[src/rtl/alu_arbiter_if.sv]
// ---------------------------------------------------------------------------
// alu_arbiter_if
// Bundles every handshake and bus signal of alu_arbiter so the block exposes
// a single bus port next to its scalar clk/rst.
//
//   Request channels  : req{0,1}_valid/ready, req{0,1}_A/B, req{0,1}_ALUop
//   Response channels : resp{0,1}_valid/ready, shared resp_Result,
//                       resp_Overflow/CarryOut/Zero, resp_err
//   ALU side          : alu_A/B/ALUop to the ALU, alu_Result and flags back
//
// Modports
//   slave  : the arbiter itself
//   master : the environment (both requesters plus the external ALU)
// ---------------------------------------------------------------------------
interface alu_arbiter_if #(
    parameter int DATA_WIDTH = 32
);
    // Request channels
    logic                  req0_valid;
    logic                  req1_valid;
    logic                  req0_ready;
    logic                  req1_ready;
    logic [DATA_WIDTH-1:0] req0_A;
    logic [DATA_WIDTH-1:0] req0_B;
    logic [DATA_WIDTH-1:0] req1_A;
    logic [DATA_WIDTH-1:0] req1_B;
    logic [2:0]            req0_ALUop;
    logic [2:0]            req1_ALUop;

    // Response channels
    logic                  resp0_valid;
    logic                  resp1_valid;
    logic                  resp0_ready;
    logic                  resp1_ready;
    logic [DATA_WIDTH-1:0] resp_Result;
    logic                  resp_Overflow;
    logic                  resp_CarryOut;
    logic                  resp_Zero;
    logic                  resp_err;

    // External ALU
    logic [DATA_WIDTH-1:0] alu_A;
    logic [DATA_WIDTH-1:0] alu_B;
    logic [2:0]            alu_ALUop;
    logic [DATA_WIDTH-1:0] alu_Result;
    logic                  alu_Overflow;
    logic                  alu_CarryOut;
    logic                  alu_Zero;

    modport slave (
        input  req0_valid, req1_valid, req0_A, req0_B, req1_A, req1_B,
               req0_ALUop, req1_ALUop, resp0_ready, resp1_ready,
               alu_Result, alu_Overflow, alu_CarryOut, alu_Zero,
        output req0_ready, req1_ready, resp0_valid, resp1_valid,
               resp_Result, resp_Overflow, resp_CarryOut, resp_Zero, resp_err,
               alu_A, alu_B, alu_ALUop
    );

    modport master (
        output req0_valid, req1_valid, req0_A, req0_B, req1_A, req1_B,
               req0_ALUop, req1_ALUop, resp0_ready, resp1_ready,
               alu_Result, alu_Overflow, alu_CarryOut, alu_Zero,
        input  req0_ready, req1_ready, resp0_valid, resp1_valid,
               resp_Result, resp_Overflow, resp_CarryOut, resp_Zero, resp_err,
               alu_A, alu_B, alu_ALUop
    );
endinterface

[src/rtl/alu_arbiter.sv]
// ---------------------------------------------------------------------------
// alu_arbiter
// Shares one external combinational ALU between two requesters. One operation
// is in flight at a time: IDLE (accept) -> EXEC (ALU settles, result sampled)
// -> RESP (result held for the owning requester until it is taken).
// Ties in IDLE are broken round-robin against the last granted requester.
//
// Ports
//   clk  : clock, rising edge
//   rst  : asynchronous active-high reset, aborts any operation in flight
//   bus  : alu_arbiter_if.slave (request, response and ALU signals)
//
// Optional feature (macro ALU_ARB_OP_CHECK_EN)
//   defined     : illegal opcodes (outside {000,001,010,110,111}) are accepted
//                 but never forwarded; the response is all-zero with resp_err=1.
//   not defined : every opcode is forwarded and resp_err is tied to 0.
// ---------------------------------------------------------------------------
module alu_arbiter #(
    parameter int DATA_WIDTH = 32
) (
    input logic          clk,
    input logic          rst,
    alu_arbiter_if.slave bus
);
    typedef enum logic [1:0] {
        IDLE = 2'd0,
        EXEC = 2'd1,
        RESP = 2'd2
    } state_t;

    state_t                state_q;
    logic                  owner_q;
    logic                  last_q;
    logic [DATA_WIDTH-1:0] alu_a_q;
    logic [DATA_WIDTH-1:0] alu_b_q;
    logic [2:0]            alu_op_q;
    logic [DATA_WIDTH-1:0] res_q;
    logic                  ovf_q;
    logic                  cout_q;
    logic                  zero_q;

    logic                  grant0;
    logic                  grant1;
    logic                  accept;
    logic                  resp_take;
    logic [DATA_WIDTH-1:0] sel_a;
    logic [DATA_WIDTH-1:0] sel_b;
    logic [2:0]            sel_op;

    // A lone requester always wins; on a tie the one not granted last wins.
    assign grant0 = bus.req0_valid & (~bus.req1_valid | last_q);
    assign grant1 = bus.req1_valid & (~bus.req0_valid | ~last_q);
    assign accept = (state_q == IDLE) & (grant0 | grant1);

    assign bus.req0_ready = (state_q == IDLE) & grant0;
    assign bus.req1_ready = (state_q == IDLE) & grant1;

    assign sel_a  = grant1 ? bus.req1_A     : bus.req0_A;
    assign sel_b  = grant1 ? bus.req1_B     : bus.req0_B;
    assign sel_op = grant1 ? bus.req1_ALUop : bus.req0_ALUop;

    // Only the owner's ready can close the response handshake.
    assign resp_take = owner_q ? bus.resp1_ready : bus.resp0_ready;

`ifdef ALU_ARB_OP_CHECK_EN
    logic bad_q;   // accepted opcode was illegal, carried into EXEC
    logic err_q;
    logic sel_legal;

    always_comb begin
        sel_legal = 1'b0;
        case (sel_op)
            3'b000, 3'b001, 3'b010, 3'b110, 3'b111: sel_legal = 1'b1;
            default:                                sel_legal = 1'b0;
        endcase
    end
`endif

    always_ff @(posedge clk or posedge rst) begin
        if (rst) begin
            state_q  <= IDLE;
            owner_q  <= 1'b0;
            last_q   <= 1'b1;   // req0 wins the first tie
            alu_a_q  <= '0;
            alu_b_q  <= '0;
            alu_op_q <= '0;
            res_q    <= '0;
            ovf_q    <= 1'b0;
            cout_q   <= 1'b0;
            zero_q   <= 1'b0;
`ifdef ALU_ARB_OP_CHECK_EN
            bad_q    <= 1'b0;
            err_q    <= 1'b0;
`endif
        end else begin
            case (state_q)
                IDLE: begin
                    if (accept) begin
                        owner_q <= grant1;
                        last_q  <= grant1;
                        state_q <= EXEC;
`ifdef ALU_ARB_OP_CHECK_EN
                        bad_q <= ~sel_legal;
                        // Illegal ops leave the ALU inputs untouched.
                        if (sel_legal) begin
                            alu_a_q  <= sel_a;
                            alu_b_q  <= sel_b;
                            alu_op_q <= sel_op;
                        end
`else
                        alu_a_q  <= sel_a;
                        alu_b_q  <= sel_b;
                        alu_op_q <= sel_op;
`endif
                    end
                end
                EXEC: begin
`ifdef ALU_ARB_OP_CHECK_EN
                    if (bad_q) begin
                        res_q  <= '0;
                        ovf_q  <= 1'b0;
                        cout_q <= 1'b0;
                        zero_q <= 1'b0;
                        err_q  <= 1'b1;
                    end else begin
                        res_q  <= bus.alu_Result;
                        ovf_q  <= bus.alu_Overflow;
                        cout_q <= bus.alu_CarryOut;
                        zero_q <= bus.alu_Zero;
                        err_q  <= 1'b0;
                    end
`else
                    res_q  <= bus.alu_Result;
                    ovf_q  <= bus.alu_Overflow;
                    cout_q <= bus.alu_CarryOut;
                    zero_q <= bus.alu_Zero;
`endif
                    state_q <= RESP;
                end
                RESP: begin
                    if (resp_take) begin
                        state_q <= IDLE;
                    end
                end
                default: state_q <= IDLE;
            endcase
        end
    end

    assign bus.resp0_valid   = (state_q == RESP) & ~owner_q;
    assign bus.resp1_valid   = (state_q == RESP) &  owner_q;
    assign bus.resp_Result   = res_q;
    assign bus.resp_Overflow = ovf_q;
    assign bus.resp_CarryOut = cout_q;
    assign bus.resp_Zero     = zero_q;
`ifdef ALU_ARB_OP_CHECK_EN
    assign bus.resp_err      = err_q;
`else
    assign bus.resp_err      = 1'b0;
`endif

    assign bus.alu_A     = alu_a_q;
    assign bus.alu_B     = alu_b_q;
    assign bus.alu_ALUop = alu_op_q;
endmodule

[src/flat_wrapper.sv]
// flat-port wrapper written by rule: the top's interface ports become plain ports
module alu_arbiter_flat 
#(
    parameter int DATA_WIDTH = 32
)
  (clk, rst, bus_req0_valid, bus_req1_valid, bus_req0_A, bus_req0_B, bus_req1_A, bus_req1_B, bus_req0_ALUop, bus_req1_ALUop, bus_resp0_ready, bus_resp1_ready, bus_alu_Result, bus_alu_Overflow, bus_alu_CarryOut, bus_alu_Zero, bus_req0_ready, bus_req1_ready, bus_resp0_valid, bus_resp1_valid, bus_resp_Result, bus_resp_Overflow, bus_resp_CarryOut, bus_resp_Zero, bus_resp_err, bus_alu_A, bus_alu_B, bus_alu_ALUop);
  alu_arbiter_if #(.DATA_WIDTH(DATA_WIDTH)) bus_i ();
  input logic clk;
  input logic rst;
  input wire logic [$bits(bus_i.req0_valid)-1:0] bus_req0_valid;
  input wire logic [$bits(bus_i.req1_valid)-1:0] bus_req1_valid;
  input wire logic [$bits(bus_i.req0_A)-1:0] bus_req0_A;
  input wire logic [$bits(bus_i.req0_B)-1:0] bus_req0_B;
  input wire logic [$bits(bus_i.req1_A)-1:0] bus_req1_A;
  input wire logic [$bits(bus_i.req1_B)-1:0] bus_req1_B;
  input wire logic [$bits(bus_i.req0_ALUop)-1:0] bus_req0_ALUop;
  input wire logic [$bits(bus_i.req1_ALUop)-1:0] bus_req1_ALUop;
  input wire logic [$bits(bus_i.resp0_ready)-1:0] bus_resp0_ready;
  input wire logic [$bits(bus_i.resp1_ready)-1:0] bus_resp1_ready;
  input wire logic [$bits(bus_i.alu_Result)-1:0] bus_alu_Result;
  input wire logic [$bits(bus_i.alu_Overflow)-1:0] bus_alu_Overflow;
  input wire logic [$bits(bus_i.alu_CarryOut)-1:0] bus_alu_CarryOut;
  input wire logic [$bits(bus_i.alu_Zero)-1:0] bus_alu_Zero;
  output wire logic [$bits(bus_i.req0_ready)-1:0] bus_req0_ready;
  output wire logic [$bits(bus_i.req1_ready)-1:0] bus_req1_ready;
  output wire logic [$bits(bus_i.resp0_valid)-1:0] bus_resp0_valid;
  output wire logic [$bits(bus_i.resp1_valid)-1:0] bus_resp1_valid;
  output wire logic [$bits(bus_i.resp_Result)-1:0] bus_resp_Result;
  output wire logic [$bits(bus_i.resp_Overflow)-1:0] bus_resp_Overflow;
  output wire logic [$bits(bus_i.resp_CarryOut)-1:0] bus_resp_CarryOut;
  output wire logic [$bits(bus_i.resp_Zero)-1:0] bus_resp_Zero;
  output wire logic [$bits(bus_i.resp_err)-1:0] bus_resp_err;
  output wire logic [$bits(bus_i.alu_A)-1:0] bus_alu_A;
  output wire logic [$bits(bus_i.alu_B)-1:0] bus_alu_B;
  output wire logic [$bits(bus_i.alu_ALUop)-1:0] bus_alu_ALUop;
  assign bus_i.req0_valid = bus_req0_valid;
  assign bus_i.req1_valid = bus_req1_valid;
  assign bus_i.req0_A = bus_req0_A;
  assign bus_i.req0_B = bus_req0_B;
  assign bus_i.req1_A = bus_req1_A;
  assign bus_i.req1_B = bus_req1_B;
  assign bus_i.req0_ALUop = bus_req0_ALUop;
  assign bus_i.req1_ALUop = bus_req1_ALUop;
  assign bus_i.resp0_ready = bus_resp0_ready;
  assign bus_i.resp1_ready = bus_resp1_ready;
  assign bus_i.alu_Result = bus_alu_Result;
  assign bus_i.alu_Overflow = bus_alu_Overflow;
  assign bus_i.alu_CarryOut = bus_alu_CarryOut;
  assign bus_i.alu_Zero = bus_alu_Zero;
  assign bus_req0_ready = bus_i.req0_ready;
  assign bus_req1_ready = bus_i.req1_ready;
  assign bus_resp0_valid = bus_i.resp0_valid;
  assign bus_resp1_valid = bus_i.resp1_valid;
  assign bus_resp_Result = bus_i.resp_Result;
  assign bus_resp_Overflow = bus_i.resp_Overflow;
  assign bus_resp_CarryOut = bus_i.resp_CarryOut;
  assign bus_resp_Zero = bus_i.resp_Zero;
  assign bus_resp_err = bus_i.resp_err;
  assign bus_alu_A = bus_i.alu_A;
  assign bus_alu_B = bus_i.alu_B;
  assign bus_alu_ALUop = bus_i.alu_ALUop;
  alu_arbiter #(.DATA_WIDTH(DATA_WIDTH)) u_core (.clk(clk), .rst(rst), .bus(bus_i));
endmodule
[config.mk]
export PLATFORM = sky130hd
export DESIGN_NAME = alu_arbiter_flat
export DESIGN_NICKNAME = d
export VERILOG_FILES = /design/src/rtl/alu_arbiter_if.sv /design/src/rtl/alu_arbiter.sv /design/src/flat_wrapper.sv
export SDC_FILE = /design/constraint.sdc
export NUM_CORES = 1
export LEC_CHECK = 0
export BUFFER_PORTS_ARGS = -buffer_cell sky130_fd_sc_hd__clkbuf_2
export CAP_MARGIN = 20
export CORE_MARGIN = 4
export CORE_UTILIZATION = 48
export CTS_CLUSTER_SIZE = 28
export DETAILED_ROUTE_END_ITERATION = 12
export PLACE_DENSITY_LB_ADDON = 0.1
export SLEW_MARGIN = 10
export SYNTH_ARGS = -nofsm -noshare
export SYNTH_HDL_FRONTEND = slang
export SYNTH_SLANG_ARGS = --single-unit
[constraint.sdc]
create_clock -name clk -period 8.7 [get_ports clk]
set_input_delay 1.305 -clock clk [delete_from_list [all_inputs] [get_ports clk]]
set_output_delay 1.305 -clock clk [all_outputs]
set_load 0.03 [all_outputs]
==> flow_summary.yaml, run 1 <==
route:
  drt_iter0_markers: 92
  wire_per_inst_um: 16.23
  wirelength_um: 11770
  antenna_left: 0
  viasPerCell: 4.785
  firstDrtPassIters: 4
  drcViolationCount: 0
  vias: 3469
global_routing:
  grt_usage_pct: 18.97
  grt_pass1_wl_um: 17480
  first_global_vias: 3657
  grt_start_max_net_pins: 69
  antenna_found_initial: 0
  overflow: 0
yosys:
  syn_nets: 490
  synth.avg_cell_area_sq_um: 15.69
  synth_compound_area_share_pct: 0.9369
  ys.flop_type: "dfrtp_1"
  synthMuxAreaShare_pct: 41.63
  ys_seq_elements: 106
  synth_top_family_by_area: "multiplexers"
  synthAdderAreaFrac_pct: 0
  synthDistinctLibCells: 20
  syn_inst: 315
  yosys.area_share.simple_pct: 0.6584
  yosys.area_share.xor_xnor_pct: 0
  synth.area.top_cells: "dfrtp_1 53%, mux2_2 30%, mux2_4 12%"
  synth_area_sq_mm: 0.004941
  async_reset_ff_share_pct: 100.0
  yosys_warnings: 0
  synth_edf_count: 0
  yosysTopAreaCellShare_pct: 53.18
  yosysSeqAreaShare_pct: 53.71
  synth.largest_area_cell: "dfrtp_1"
sta:
  slew_headroom_pct: 31.78
  slew_viol_final: 0
  min_period_ns: 3.965
  fin_skew_ns: 0.01669
  min_period_over_period_pct: 45.58
  setup_tns_ns: 0
  worstMarginPinSlew_ns: 1.023
  rsz0062_at_grt: "false"
  setup_slack_ns: 4.735
  max_freq_mhz: 252.2
  finalHoldViolCount: 0
  setup_viol: 0
clocking:
  root_buffer: "clkbuf_8"
  clk_latency_ns: 0.36
  ctsHoldBuffers: 0
  cts_resized: 0
  post_cts_buffers: 0
  clock_sinks: 106
  cts_buffers: 9
  clk_path_buf_depth: 2
  clk_pin_slew_worst_paths_ns: 0.08
  cts_max_level: 3
  tritoncts: "done"
critical_path:
  critical_path_class: "in -> out"
  cp_slowest_cell: "buf_4"
  cp_slowest_stage_delay_ns: 0.68
  r2r-start: "u_core.last_q$_DFFE_PP1P_"
  rrSetupSlack_ns: 6.46
  cp_data_required_time_ns: 7.39
  cp-start-kind: "primary input"
  cp_max_fo: 68
  rr_worst_depth: 4
  path_cells: "clkbuf_2, a21bo_4, buf_4, nor3_1, clkbuf_2"
  endpoint: "bus_req1_ready"
  crit_arrival_ns: 2.66
  critPathCaptureType: "output pin"
  critPathLaunch: "bus_req1_valid"
  cpMostUsedCell: "clkbuf_2"
  reg2reg_to: "u_core.bus.alu_B[8]$_DFFE_PP0P_"
floorplan:
  die_w_um: 109.5
  rows: 36
  ioPinCount: 282
  coreArea_sq_mm: 0.009910
  dieArea_sq_mm: 0.01198
  start_util_pct: 49.86
  chipHeight_um: 109.5
pwr:
  fin_total_pwr_w: 0.002687
  power_leakage_nw: 3.428
  peakVddDrop_mv: 0.4130
  p_per_area_mw_per_mm2: 404.5
place:
  pre_cts_ws_ns: 4.681
  dpl_cell_area_sq_mm: 0.006411
  gp_congestion: 0.7610
  hpwl_um: 9362
  portBuffers: 280
layout:
  syn_to_final_growth_pct: 34.44
  post-route-util_pct: 67.03
  fin_nets: 763
  final_layout_size_suffix_gt1_share_pct: 79.56
  postLayoutCellArea_sq_mm: 0.006643
  n_antenna_cell: 0
status:
  status: "completed"
worst_hold_path:
  min_path_type: "reg -> reg"
flow_run:
  cap_violations: 0
## sequential cells by signal, summed over array words and instances, names as in the netlist
name / cells
u_core.bus.resp_CarryOut: 1
u_core.bus.alu_B: 32
u_core.last_q: 1
u_core.bus.resp_Overflow: 1
u_core.bus.alu_ALUop: 3
u_core.bus.resp_Result: 32
u_core.bus.alu_A: 32
u_core.owner_q: 1
u_core.bus.resp_Zero: 1
u_core.state_q: 2
## cell usage after synthesis (2+ instances only)
library cell and number:
dfrtp_1 105, nor2_1 3, buf_4 3, nand2b_1 2, buf_6 4, inv_1 3, mux2_2 132, mux2_4 38
a21oi_1 2, buf_2 13
## worst max-delay path, delay by kind of cell
kind	cells	cell delay, ns
buffers and inverters	3	1.03
AOI/OAI and AO/OA	1	0.17
and+or+nand+nor	1	0.14
## cell families after synthesis
group           after synthesis
simple gates                  7
other cells                   1
compound gates                7
mux                         170
flops                       106
buf+inv                      24
## per-stage QoR
stage / hold WS [ns] / cells
2_1_floorplan: 0.5030 / 315
3_3_place_gp: 0.4863 / 710
3_5_place_dp: 0.4924 / 710
4_1_cts: 0.5157 / 725
5_1_grt: 0.5225 / 725
6_report: 0.5096 / 725
## cell type report
| class | instances | area, sq um |
|---|---|---|
| clock inverter | 5 | 103.9 |
| multi-input combinational | 185 | 2153 |
| fill | 798 | 3267 |
| tap | 133 | 166.4 |
| inverter | 3 | 13.76 |
| clock buffer | 10 | 127.6 |
| sequential | 106 | 2654 |
| timing repair buffer | 283 | 1424 |
## cells in the final DEF, fill, tap and decap left out
| cell type | synthesis | layout |
|---|---|---|
| clkbuf_2 | 0 | 280 |
| mux2_2 | 132 | 132 |
| dfrtp_1 | 105 | 105 |
| mux2_4 | 38 | 38 |
| clkbuf_8 | 0 | 9 |
| nor2_1 | 3 | 3 |
| bufinv_16 | 0 | 3 |
| buf_4 | 3 | 3 |
| nand2b_1 | 2 | 2 |
| inv_1 | 3 | 2 |
| a21oi_1 | 2 | 2 |
| a21bo_4 | 0 | 1 |
| o21a_4 | 0 | 1 |
| nand2_1 | 1 | 1 |
| nor3_1 | 1 | 1 |
| inv_4 | 0 | 1 |
| a31oi_1 | 1 | 1 |
| a21o_1 | 1 | 1 |
| o21ai_0 | 1 | 1 |
| conb_1 | 1 | 1 |
| clkinv_2 | 0 | 1 |
| clkinv_4 | 0 | 1 |
| clkbuf_1 | 1 | 1 |
| dfstp_2 | 1 | 1 |
## where the power goes
part	internal [W]	total, W	switching, W
registers	0.000751	0.000888	0.000137
logic	0.000585	0.00145	0.000867
clock network	0.000190	0.000347	0.000157
total	0.00153	0.00269	0.00116
## how the worst min path moves through the flow
stage	to	from	cells after the start	slack [ns]
floorplan	u_core.owner_q$_DFFE_PP0P_	u_core.owner_q$_DFFE_PP0P_	1	0.50
CTS	u_core.bus.alu_B[29]$_DFFE_PP0P_	u_core.bus.alu_B[29]$_DFFE_PP0P_	1	0.52
finish	u_core.bus.alu_B[31]$_DFFE_PP0P_	u_core.bus.alu_B[31]$_DFFE_PP0P_	1	0.51
global route	u_core.bus.resp_Result[18]$_DFFE_PP0N_	u_core.bus.resp_Result[18]$_DFFE_PP0N_	1	0.52
global placement	u_core.bus.resp_Result[13]$_DFFE_PP0N_	u_core.bus.resp_Result[13]$_DFFE_PP0N_	1	0.49
detailed placement	u_core.bus.resp_Result[18]$_DFFE_PP0N_	u_core.bus.resp_Result[18]$_DFFE_PP0N_	1	0.49
## per-layer routing
layer | GRT usage [%] | wire length, um
met1 | 20.50 | 4163
met2 | 35.57 | 6341
met3 | 5.402 | 1035
met4 | 5.877 | 226
met5 | 0 | 0
No activity file was read; power rests on OpenSTA's default activity.
==> inputs of run 2 (changes only) <==
--- a/config.mk
+++ b/config.mk
@@ -8,7 +8,7 @@
 export BUFFER_PORTS_ARGS = -buffer_cell sky130_fd_sc_hd__clkbuf_2
 export CAP_MARGIN = 20
 export CORE_MARGIN = 4
-export CORE_UTILIZATION = 48
+export CORE_UTILIZATION = 44
 export CTS_CLUSTER_SIZE = 28
 export DETAILED_ROUTE_END_ITERATION = 12
 export PLACE_DENSITY_LB_ADDON = 0.1
==> constraint.sdc (replaced) <==
create_clock -name clk -period 4.1 [get_ports clk]
set_input_delay 0.615 -clock clk [delete_from_list [all_inputs] [get_ports clk]]
set_output_delay 0.615 -clock clk [all_outputs]
set_load 0.03 [all_outputs]
==> run 2 against run 1 <==
  * Global-route usage shrank 0.076 points
  * Worst hold slack lost 0.062 ns
  * Total power grew 120%
  * Clock-buffer cell count grew 1
  * Register-to-register slack lost 4.8 ns
  * Final cell count grew 1.4%
  * Largest power group unchanged
==> flow_summary.yaml, run 2 (synthesis gave the netlist of run 1 again) <==
pwr:
  p_int_w: 0.003387
  p_per_area_mw_per_mm2: 872.0
  switching_power_w: 0.002514
  power_leakage_nw: 3.474
  peakVddDrop_mv: 0.5938
  sw_frac_of_total_pct: 42.60
  power_frac_comb_pct: 52.7
  p_seq_share_pct: 31.9
  clockPowerShare_pct: 15.4
global_routing:
  antenna_found_initial: 0
  overflow: 0
  first_global_vias: 3730
  grt_usage_pct: 18.89
  grt_pass1_wl_um: 19060
  grt_start_max_net_pins: 71
floorplan:
  die_w_um: 114.0
  coreArea_sq_mm: 0.01094
  rows: 38
  dieArea_sq_mm: 0.01299
  start_util_pct: 45.18
  chipHeight_um: 114.0
  ioPinCount: 282
clocking:
  cts_resized: 0
  post_cts_buffers: 0
  clock_sinks: 106
  clk_pin_slew_worst_paths_ns: 0.07
  root_buffer: "clkbuf_16"
  cts_buffers: 9
  cts_max_level: 3
  clk_path_buf_depth: 2
  tritoncts: "done"
  ctsHoldBuffers: 0
  clk_latency_ns: 0.35
sta:
  hold_slack_ns: 0.4481
  slew_viol_final: 0
  worstMarginPinSlew_ns: 0.8499
  min_period_over_period_pct: 60.38
  fin_skew_ns: 0.006973
  setup_viol: 0
  rsz0062_at_grt: "false"
  setup_tns_ns: 0
  slew_headroom_pct: 43.34
  max_freq_mhz: 403.9
  min_period_ns: 2.476
  finalHoldViolCount: 0
route:
  viasPerCell: 4.781
  drcViolationCount: 0
  antenna_left: 0
  firstDrtPassIters: 4
  wire_per_inst_um: 16.90
  drt_iter0_markers: 99
  wirelength_um: 12430
  vias: 3514
layout:
  fin_nets: 765
  mostFrequentLayoutCells: "280 x clkbuf_2, 132 x mux2_2, 105 x dfrtp_1"
  multiInputGateArea_sq_mm: 0.002153
  fill_cells: 922
  syn_to_final_growth_pct: 36.97
  n_antenna_cell: 0
  layout_commonest_cell: "clkbuf_2"
  final_layout_size_suffix_gt1_share_pct: 79.50
  seq_area_sq_mm: 0.002654
place:
  gp_congestion: 0.7663
  hpwl_um: 9624
  portBuffers: 280
critical_path:
  cp_slowest_stage_delay_ns: 0.59
  path_cells: "a21bo_4, nor3_1, clkbuf_2"
  rr_worst_depth: 4
  cp_data_required_time_ns: 3.48
  critPathCaptureType: "output pin"
  crit_arrival_ns: 1.86
  cp-start-kind: "flop"
  cp_max_fo: 43
  critical_path_class: "reg -> out"
  cp_slowest_cell: "a21bo_4"
worst_hold_path:
  min_path_type: "in -> async"
status:
  status: "completed"
flow_run:
  cap_violations: 0
## run 2: changes by cell type in the layout (fill, tap and decap cells not counted), sizes merged
cell / change
clkbuf: +1
clkinvlp: +2
buf: +2
clkinv: -1
bufinv: -1
## run 2: per-layer routing
layer  global-route usage [%]  wire length (um)  vias up
li1                         -                 -     1674
met1                    21.09              4538     1648
met2                    32.71              6379      165
met3                    6.260              1137       27
met4                    8.472               369        0
met5                        0                 0        -
## run 2: cell type report
| cell class | count | share of cell area (%) |
|---|---|---|
| clock buffer | 11 | 3.439 |
| sequential | 106 | 39.21 |
| timing repair buffer | 285 | 21.56 |
| multi-input combinational | 185 | 31.82 |
| tap | 140 | 2.588 |
| inverter | 3 | 0.2034 |
| clock inverter | 5 | 1.183 |
## run 2: final timing paths
| check | from | to | slack [ns] |
|---|---|---|---|
| setup / recovery | u_core.last_q$_DFFE_PP1P_ | bus_req1_ready | 1.62 |
| hold / removal | rst | u_core.bus.alu_A[3]$_DFFE_PP0P_ | 0.45 |
| setup reg to reg | u_core.last_q$_DFFE_PP1P_ | u_core.bus.alu_B[22]$_DFFE_PP0P_ | 1.68 |
| hold reg to reg | u_core.bus.resp_Result[9]$_DFFE_PP0N_ | u_core.bus.resp_Result[9]$_DFFE_PP0N_ | 0.50 |
| max in group asynchronous | rst | u_core.bus.alu_B[18]$_DFFE_PP0P_ | 2.82 |
| min in group clk | bus_alu_Result[17] | u_core.bus.resp_Result[17]$_DFFE_PP0N_ | 0.49 |
## run 2: through the flow
stage | worst slack, ns | cells | util (%) | power (W) | area [sq um]
6_report | 1.624 | 735 | 61.89 | 0.005901 | 6768
5_1_grt | 1.477 | 735 | 61.89 | 0.006226 | 6768
4_1_cts | 1.584 | 734 | 61.64 | 0.005957 | 6740
3_5_place_dp | 1.428 | 718 | 58.78 | 0.005032 | 6427
3_3_place_gp | 1.482 | 718 | 58.78 | 0.004970 | 6427
2_1_floorplan | 0.6978 | 315 | - | 0.004150 | 4941
## run 2: critical path, delay by kind of cell, from the launching register on
family                 cells  cell delay (ns)
AOI/OAI and AO/OA          1             0.59
buffers and inverters      1             0.23
DFF                        1             0.56
and+or+nand+nor            1             0.13
## run 2: power by group through the flow
stage / clock [W] / sequential [W] / combinational, W
4_1_cts: 0.000935 / 0.00188 / 0.00314
6_report: 0.000908 / 0.00188 / 0.00311
5_1_grt: 0.000980 / 0.00196 / 0.00329
2_1_floorplan: 0 / 0.00291 / 0.00124
3_3_place_gp: 0 / 0.00188 / 0.00309
3_5_place_dp: 0 / 0.00190 / 0.00314
